[src/rtl/mc_ctrl_pkg.sv]
// rtl/mc_ctrl_pkg.sv - state, ALU-op and condition-code definitions for mc_controller
package mc_ctrl_pkg;

    typedef enum logic [3:0] {
        S_FETCH, S_DECODE, S_MEMADR, S_MEMRD, S_MEMWB, S_MEMWR,
        S_EXECR, S_EXECI, S_ALUWB, S_BRANCH, S_LINK
    } state_t;

    localparam logic [2:0] ALU_ADD = 3'd0;
    localparam logic [2:0] ALU_SUB = 3'd1;
    localparam logic [2:0] ALU_AND = 3'd2;
    localparam logic [2:0] ALU_ORR = 3'd3;
    localparam logic [2:0] ALU_EOR = 3'd4;

    localparam logic [3:0] COND_EQ = 4'b0000;
    localparam logic [3:0] COND_NE = 4'b0001;
    localparam logic [3:0] COND_CS = 4'b0010;
    localparam logic [3:0] COND_CC = 4'b0011;
    localparam logic [3:0] COND_MI = 4'b0100;
    localparam logic [3:0] COND_PL = 4'b0101;
    localparam logic [3:0] COND_VS = 4'b0110;
    localparam logic [3:0] COND_VC = 4'b0111;
    localparam logic [3:0] COND_HI = 4'b1000;
    localparam logic [3:0] COND_LS = 4'b1001;
    localparam logic [3:0] COND_GE = 4'b1010;
    localparam logic [3:0] COND_LT = 4'b1011;
    localparam logic [3:0] COND_GT = 4'b1100;
    localparam logic [3:0] COND_LE = 4'b1101;
    localparam logic [3:0] COND_AL = 4'b1110;

    // nzcv = {N, Z, C, V}; the 1111 encoding falls through to false
    function automatic logic cond_eval(input logic [3:0] cond, input logic [3:0] nzcv);
        logic n, z, c, v;
        {n, z, c, v} = nzcv;
        case (cond)
            COND_EQ: return z;
            COND_NE: return !z;
            COND_CS: return c;
            COND_CC: return !c;
            COND_MI: return n;
            COND_PL: return !n;
            COND_VS: return v;
            COND_VC: return !v;
            COND_HI: return c && !z;
            COND_LS: return !c || z;
            COND_GE: return n == v;
            COND_LT: return n != v;
            COND_GT: return !z && (n == v);
            COND_LE: return z || (n != v);
            COND_AL: return 1'b1;
            default: return 1'b0;
        endcase
    endfunction

    // Returns {legal, alu_op} for the data-processing cmd field
    function automatic logic [3:0] alu_decode(input logic [3:0] cmd);
        case (cmd)
            4'b0100: return {1'b1, ALU_ADD};
            4'b0010: return {1'b1, ALU_SUB};
            4'b0000: return {1'b1, ALU_AND};
            4'b1100: return {1'b1, ALU_ORR};
            4'b0001: return {1'b1, ALU_EOR};
            default: return {1'b0, ALU_ADD};
        endcase
    endfunction

endpackage

[src/rtl/mc_cond_unit.sv]
// rtl/mc_cond_unit.sv - NZCV flags register and condition evaluation
module mc_cond_unit
    import mc_ctrl_pkg::*;
(
    input  logic       clk,
    input  logic       reset,
    input  logic [3:0] cond,
    input  logic [3:0] alu_flags,
    input  logic       nz_we,
    input  logic       cv_we,
    output logic       cond_ex
);

    logic [3:0] flags_q, flags_d;

    always_comb begin
        flags_d = flags_q;
        if (nz_we) flags_d[3:2] = alu_flags[3:2];
        if (cv_we) flags_d[1:0] = alu_flags[1:0];
    end

    always_ff @(posedge clk or posedge reset) begin
        if (reset) flags_q <= 4'b0000;
        else       flags_q <= flags_d;
    end

    assign cond_ex = cond_eval(cond, flags_q);

endmodule

[src/rtl/mc_controller.sv]
// rtl/mc_controller.sv - multicycle ARM-subset control FSM; BL/LINK support under MC_CONTROLLER_BL_EN
module mc_controller
    import mc_ctrl_pkg::*;
#(
    parameter int ALU_CTRL_W = 3
) (
    input  logic                  clk,
    input  logic                  reset,
    input  logic [1:0]            Op,
    input  logic [5:0]            Funct,
    input  logic [3:0]            Rd,
    input  logic [3:0]            Cond,
    input  logic [3:0]            ALUFlags,
    output logic                  PCWrite,
    output logic                  AdrSrc,
    output logic                  IRWrite,
    output logic                  MemW,
    output logic                  ByteMem,
    output logic                  RegW,
    output logic                  LinkW,
    output logic                  ALUSrcA,
    output logic                  IllegalOp,
    output logic [1:0]            ResultSrc,
    output logic [1:0]            ALUSrcB,
    output logic [1:0]            ImmSrc,
    output logic [1:0]            RegSrc,
    output logic [ALU_CTRL_W-1:0] ALUControl
);

    state_t     state_q, state_d;
    logic       cond_ex;
    logic       dp_legal;
    logic [2:0] dp_op;
    logic       is_exec;
    logic       nz_we, cv_we;

    logic       pc_write, adr_src, ir_write, mem_w, reg_w, link_w, alu_src_a, illegal;
    logic [1:0] result_src, alu_src_b, imm_src, reg_src;
    logic [2:0] alu_op;

    assign {dp_legal, dp_op} = alu_decode(Funct[4:1]);
    assign is_exec = (state_q == S_EXECR) || (state_q == S_EXECI);

    // Illegal DP ops and failed conditions leave the flags untouched
    assign nz_we = is_exec && dp_legal && cond_ex && Funct[0];
    assign cv_we = nz_we && ((dp_op == ALU_ADD) || (dp_op == ALU_SUB));

    mc_cond_unit u_cond (
        .clk       (clk),
        .reset     (reset),
        .cond      (Cond),
        .alu_flags (ALUFlags),
        .nz_we     (nz_we),
        .cv_we     (cv_we),
        .cond_ex   (cond_ex)
    );

    always_comb begin
        state_d = S_FETCH;
        case (state_q)
            S_FETCH:  state_d = S_DECODE;
            S_DECODE: begin
                case (Op)
                    2'b00:   state_d = Funct[5] ? S_EXECI : S_EXECR;
                    2'b01:   state_d = S_MEMADR;
                    2'b10:   state_d = S_BRANCH;
                    default: state_d = S_FETCH;
                endcase
            end
            S_MEMADR: state_d = Funct[0] ? S_MEMRD : S_MEMWR;
            S_MEMRD:  state_d = S_MEMWB;
            S_EXECR, S_EXECI: state_d = dp_legal ? S_ALUWB : S_FETCH;
`ifdef MC_CONTROLLER_BL_EN
            S_BRANCH: state_d = (Funct[4] && cond_ex) ? S_LINK : S_FETCH;
`endif
            default:  state_d = S_FETCH;
        endcase
    end

    always_ff @(posedge clk or posedge reset) begin
        if (reset) state_q <= S_FETCH;
        else       state_q <= state_d;
    end

    always_comb begin
        pc_write   = 1'b0;
        adr_src    = 1'b0;
        ir_write   = 1'b0;
        mem_w      = 1'b0;
        reg_w      = 1'b0;
        link_w     = 1'b0;
        alu_src_a  = 1'b0;
        illegal    = 1'b0;
        result_src = 2'b00;
        alu_src_b  = 2'b00;
        imm_src    = 2'b00;
        reg_src    = 2'b00;
        alu_op     = ALU_ADD;
        case (state_q)
            S_FETCH: begin
                ir_write   = 1'b1;
                pc_write   = 1'b1;
                alu_src_a  = 1'b1;
                alu_src_b  = 2'b10;
                result_src = 2'b10;
            end
            S_DECODE: begin
                alu_src_a  = 1'b1;
                alu_src_b  = 2'b10;
                result_src = 2'b10;
                reg_src    = {Op == 2'b01, Op == 2'b10};
                imm_src    = Op;
                illegal    = (Op == 2'b11);
            end
            S_MEMADR: alu_src_b = 2'b01;
            S_MEMRD:  adr_src = 1'b1;
            S_MEMWB: begin
                result_src = 2'b01;
                reg_w      = cond_ex;
            end
            S_MEMWR: begin
                adr_src = 1'b1;
                mem_w   = cond_ex;
            end
            S_EXECR, S_EXECI: begin
                alu_src_b = (state_q == S_EXECI) ? 2'b01 : 2'b00;
                alu_op    = dp_op;
                illegal   = !dp_legal;
            end
            // A write to R15 redirects the PC instead of the register file
            S_ALUWB: begin
                reg_w    = cond_ex && (Rd != 4'hF);
                pc_write = cond_ex && (Rd == 4'hF);
            end
            S_BRANCH: begin
                alu_src_b  = 2'b01;
                result_src = 2'b10;
                pc_write   = cond_ex;
            end
`ifdef MC_CONTROLLER_BL_EN
            S_LINK: begin
                result_src = 2'b10;
                reg_w      = cond_ex;
                link_w     = 1'b1;
            end
`endif
            default: ;
        endcase
    end

    assign PCWrite    = pc_write  && !reset;
    assign IRWrite    = ir_write  && !reset;
    assign MemW       = mem_w     && !reset;
    assign RegW       = reg_w     && !reset;
    assign LinkW      = link_w    && !reset;
    assign IllegalOp  = illegal   && !reset;
    assign AdrSrc     = adr_src;
    assign ALUSrcA    = alu_src_a;
    assign ResultSrc  = result_src;
    assign ALUSrcB    = alu_src_b;
    assign ImmSrc     = imm_src;
    assign RegSrc     = reg_src;
    assign ALUControl = ALU_CTRL_W'(alu_op);
    assign ByteMem    = Funct[2] && ((state_q == S_MEMADR) || (state_q == S_MEMRD) ||
                                     (state_q == S_MEMWB)  || (state_q == S_MEMWR));

endmodule

[config.mk]
export PLATFORM = sky130hd
export DESIGN_NAME = mc_controller
export DESIGN_NICKNAME = d
export VERILOG_FILES = /design/src/rtl/mc_ctrl_pkg.sv /design/src/rtl/mc_cond_unit.sv /design/src/rtl/mc_controller.sv
export SDC_FILE = /design/constraint.sdc
export NUM_CORES = 1
export LEC_CHECK = 0
export CORE_AREA = 2 2 48 50
export DETAILED_ROUTE_END_ITERATION = 8
export DIE_AREA = 0 0 50 52
export GPL_TIMING_DRIVEN = 0
export MAX_ROUTING_LAYER = met4
export PLACE_DENSITY_LB_ADDON = 0.2
export SETUP_SLACK_MARGIN = 0.2
export SLEW_MARGIN = 20
export SYNTH_ARGS = -nofsm -noshare
export SYNTH_HDL_FRONTEND = slang
export SYNTH_HIERARCHICAL = 1
export SYNTH_SLANG_ARGS = --single-unit
export TNS_END_PERCENT = 1
[constraint.sdc]
create_clock -name clk -period 6.75 [get_ports clk]
set_input_delay 1.6875 -clock clk [delete_from_list [all_inputs] [get_ports clk]]
set_output_delay 1.6875 -clock clk [all_outputs]
set_load 0.005 [all_outputs]
Yosys cells after proc, flatten, opt, wreduce, memory -nomap -nowiden
Cells that the tools add are included.

Bits in registers: 8. Bits of input ports: 22.

Muxes and demuxes: 20. Equal/unequal tests: 35. Reduce and logical (&&, ||, !) cells: 37.

Operator list (number): 4-bit == test (second input constant) (11); 4-bit case mux with 5 select lines (2); 4-bit by 3-bit == test with 1-bit output (second input constant) (9); 4-bit by 2-bit == test with 1-bit output (second input constant) (5); 1-bit case mux with 15 select lines (1); 1-bit logical AND (14); 4-bit by 1-bit == test with 1-bit output (second input constant) (3); 4-bit logical NOT (3); 4-bit case mux with 3 select lines (1); 2-bit OR reduction (4); 1-bit logical OR (7); 1-bit logical NOT (6); 1-bit two-way mux (6); 3-bit two-way mux (2); 2-bit case mux with 3 select lines (1); 2-bit == test (second input constant) (2); 2-bit two-way mux (2); 4-bit two-way mux (1); 4-bit inequality test (second input constant) (1); 1-bit case mux with 2 select lines (2); 2-bit case mux with 2 select lines (1); 3-bit by 1-bit == test with 1-bit output (second input constant) (1); 3-bit logical NOT (1); 1-bit case mux with 3 select lines (1); 5 further kinds (5).

Depth between registers and ports, before layout
Depth in word-level cells: 6. Mapped depth: 8. Gate-level depth less buffers: 7.

Modules after synthesis
Netlist, hierarchy kept.

By module, submodules not included: mc_controller (instances 1, area an instance 551.8 sq um, cells an instance 78); mc_cond_unit (instances 1, area an instance 305.3 sq um, cells an instance 31).

Least setup slack after synthesis
OpenSTA, ideal clock, no wires.

Path kind: input -> output. From: input port Cond[3]. To: output port PCWrite. Stages on the path: 7. Arrival: 3194 ps. Setup slack: 1868 ps. Data required time: 5062 ps. Buffers on the path: 0. Cells stage by stage: and3b_2 a22oi_1 xor2_1 o2111ai_1 or4b_4 nor4_2 a21o_1.

Cells in the longest elaborated chain, start to end: 5.

Ends and longest elaborated chain: start: declaration (RTL line mc_controller.sv:12) `input logic [3:0] Cond,`; 4-bit == test, or another cell as far along (RTL line mc_ctrl_pkg.sv:35) `case (cond)`; 1-bit case mux with 15 select lines (*) (RTL line mc_ctrl_pkg.sv:35); via cond_ex (RTL line mc_controller.sv:31) `logic cond_ex;`; 1-bit logical AND (RTL line mc_controller.sv:133) `pc_write = cond_ex && (Rd == 4'hF);`; 1-bit case mux with 3 select lines (*) (RTL line mc_controller.sv:99) `case (state_q)`; 1-bit logical AND (*) (RTL line mc_controller.sv:151) `assign PCWrite = pc_write && !reset;`; end: declaration (RTL line mc_controller.sv:14) `output logic PCWrite,`.

The timed path passes the listed nets; every way through them passes the cells marked *.

Worst setup path in the final report
Ends and elaborated chain as after synthesis.

==> flow_metrics.py <==
metrics = {
    "hold_path": {
        "hp-start": "u_cond/flags_q[1]",
        "min_path_type": "register to register",
        "whs_path_depth": 1,
        "worstHoldEndpoint": "u_cond/flags_q[1]",
    },
    "place": {
        "place_congestion": 0.826,
        "port_buffers": 38,
        "pre_cts_ws_ns": 0.632,
        "dpl.hpwl_um": 1820,
    },
    "yosys": {
        "synth_adder_area_share_pct": 0,
        "synth-edff-count": 0,
        "synth_cells": 109,
        "synth_common_cells": "8 x dfrtp_1, 7 x inv_1, 7 x nor2_1, 7 x nor3_1, 6 x a21oi_1",
        "synth_area_um2": 857,
        "muxShareOfSynthArea_pct": 7.59,
        "synth_compound_area_share_pct": 14.7,
        "synth_cell_type_count": 42,
        "ys_seq_area_share_pct": 23.4,
        "synth_top_family_by_area": "simple AND/OR/NAND/NOR gates",
        "post_synth.cell_area_avg_um2": 7.86,
        "synthMostInstantiatedCell": "dfrtp_1",
        "yosys.area_share.simple_pct": 36.6,
        "synth_area_leaders": "dfrtp_1 23%, mux2_2 5.3%, xor2_1 5.1%",
        "synth-xor-area-share_pct": 8.18,
        "yosys_warnings": 6,
        "synth-main-ff-cell": "dfrtp_1",
        "syn_nets": 131,
        "async_flop_share_pct": 100,
        "yosys.area.top_type": "dfrtp_1",
        "ys_ff_latch": 8,
        "synth_top_area_share_pct": 23.4,
    },
    "cells_and_area": {
        "nFillCells": 193,
        "nets": 174,
        "layout-drive-gt1-share_pct": 12.7,
        "diodes": 0,
        "area_growth_pct": 51.1,
    },
    "clocking": {
        "clk_pin_slew_ns": 0.05,
        "cts_tree": "built",
        "insertion_delay_ns": 0.25,
        "root_buffer": "clkbuf_4",
        "cts_sinks": 8,
        "clock_path_buffers": 2,
        "cts-htree-levels": 1,
        "post_cts_buffers": 0,
        "ctsHoldBuffers": 0,
        "ctsResizeCount": 0,
        "cts_buffers": 3,
    },
    "drt": {
        "routedWlPerCell_um": 12.9,
        "vias": 928,
        "post_drt_via_cell_ratio": 5.21,
        "drtIter0Drc": 10,
        "drc": 0,
        "dr.pass1.iters": 4,
        "drtAntennaViolNets": 0,
        "wirelength_um": 2290,
    },
    "global_routing": {
        "grt_pass1_vias": 824,
        "grt_first_pass_wirelength_um": 3780,
        "overflow": 0,
        "grt_max_degree": 11,
        "grt_antenna_before_repair": 0,
        "grt_use_total_pct": 19.3,
    },
    "sta": {
        "finalSetupViolations": 0,
        "finalHoldViolCount": 0,
        "setup_tns_ns": 0,
        "setup_slack_ns": 0.626,
        "rsz0062_at_grt": "false",
        "tightest_slew_ns": 0.503,
        "fin_skew_ns": 0.00148,
        "hold_ws_ns": 0.554,
        "fmax_mhz": 163,
        "maxSlewViolCount": 0,
        "period_needed_ns": 6.12,
        "slew_headroom_pct": 66.2,
        "fin_crit_sh_pct": 90.7,
    },
    "worst_setup_path": {
        "path_cells": "clkdlybuf4s50_1, and3b_2, a22oi_1, xor2_1, o2111ai_1, or4b_4, nor4_2, a21o_1, clkdlybuf4s50_1",
        "crit_path_end_kind": "output pin",
        "r2r_cells": 7,
        "cp-start-kind": "input port",
        "cpPeakStageDelay_ns": 0.53,
        "critical_path_class": "input port to output pin",
        "cpMostUsedCell": "clkdlybuf4s50_1",
        "timing.rr.start": "u_cond/flags_q[2]",
        "r2r-end": "u_cond/flags_q[0]",
        "worst_ep_arrival_time_ns": 4.44,
        "crit_slowest_cell": "or4b_4",
        "rrSetupSlack_ns": 4.42,
        "crit_fanout": 8,
        "required_ns": 5.06,
    },
    "die": {
        "dieArea_um2": 2600,
        "io-pin-count": 42,
        "die_y_um": 52,
        "core_area_um2": 2110,
        "fp.dieW_um": 50,
        "initial_utilization_pct": 40.7,
        "rows": 17,
    },
    "job": {
        "maxCapViolations": 0,
    },
    "power": {
        "peakVddDrop_mv": 0.249,
        "p_per_area_nw_per_um2": 283,
        "leakagePower_nw": 0.532,
    },
    "run_status": {
        "status": "complete, no violations",
    },
}
[critical path: cells and delay by family]
kind            cells  cell delay, ns
xor+xnor            1            0.10
compound gates      3            0.69
simple gates        3            0.95
buf+inv             2            1.01
[layout by cell type (no fill, tap or decap), drive strengths merged, types with 2 or more instances in the layout]
| cell type | netlist | layout |
|---|---|---|
| a21oi | 6 | 6 |
| and3b | 2 | 2 |
| buf | 7 | 7 |
| clkbuf | 2 | 5 |
| clkdlybuf4s50 | 0 | 38 |
| dfrtp | 8 | 8 |
| inv | 7 | 7 |
| mux2 | 4 | 4 |
| mux2i | 2 | 2 |
| nand2 | 4 | 4 |
| nand2b | 3 | 3 |
| nand3 | 3 | 3 |
| nand3b | 2 | 2 |
| nor2 | 7 | 7 |
| nor2b | 4 | 4 |
| nor3 | 7 | 7 |
| nor3b | 5 | 5 |
| nor4 | 4 | 4 |
| o21ai | 4 | 4 |
| o22ai | 2 | 2 |
| or3 | 2 | 2 |
| xnor2 | 3 | 3 |
| xor2 | 5 | 5 |
[cell families after synthesis]
group	count (synthesis)
compound gates	20
xor+xnor	8
buf+inv	16
flops	8
mux	6
other cells	1
simple gates	50
[layout make-up]
type                       count  area (um2)  share of cell area [%]
inverter                       7        26.3                    2.03
timing repair buffer          38         380                    29.4
buffer                         9        51.3                    3.96
sequential                     8         200                    15.5
clock buffer                   3        22.5                    1.74
tap                           28        35.0                    2.71
multi-input combinational     85         579                    44.7
[metrics by stage]
stage / instance area [um2] / cells / power, W / utilization [%]
6_report: 1290 / 178 / 0.000366 / 61.5
5_1_grt: 1290 / 178 / 0.000396 / 61.5
4_1_cts: 1290 / 178 / 0.000369 / 61.5
3_5_place_dp: 1270 / 175 / 0.000331 / 60.4
3_3_place_gp: 1270 / 175 / 0.000324 / 60.4
2_1_floorplan: 857 / 109 / 0.000216 / -
[how the worst max path moves through the flow]
| stage | start | end | slack, ns |
|---|---|---|---|
| finish | Cond[3] | PCWrite | 0.63 |
| global route | Cond[2] | PCWrite | 0.48 |
| CTS | Cond[3] | PCWrite | 0.62 |
| detailed placement | Cond[3] | PCWrite | 0.63 |
| global placement | Cond[3] | PCWrite | 0.68 |
| floorplan | Cond[3] | PCWrite | 1.87 |
[state kept, by name, indices dropped and copies added, names as in the netlist]
name            count
state_q             4
u_cond/flags_q      4
[power breakdown]
group	switching, W	leakage, nW	internal (W)	total (W)
clock	0.0000158	0.0138	0.0000203	0.0000361
sequential	0.0000126	0.107	0.0000632	0.0000758
combinational	0.000113	0.411	0.000141	0.000254
total	0.000141	0.532	0.000225	0.000366
[routing by layer]
metal / vias up / track usage, % / wire, um
met5: - / - / 0
met2: 24 / 28.9 / 1100
met3: 2 / 1.44 / 85
li1: 470 / - / -
met4: 0 / 7.87 / 17
met1: 432 / 26.8 / 1090
(Power assumes the default switching activity.)
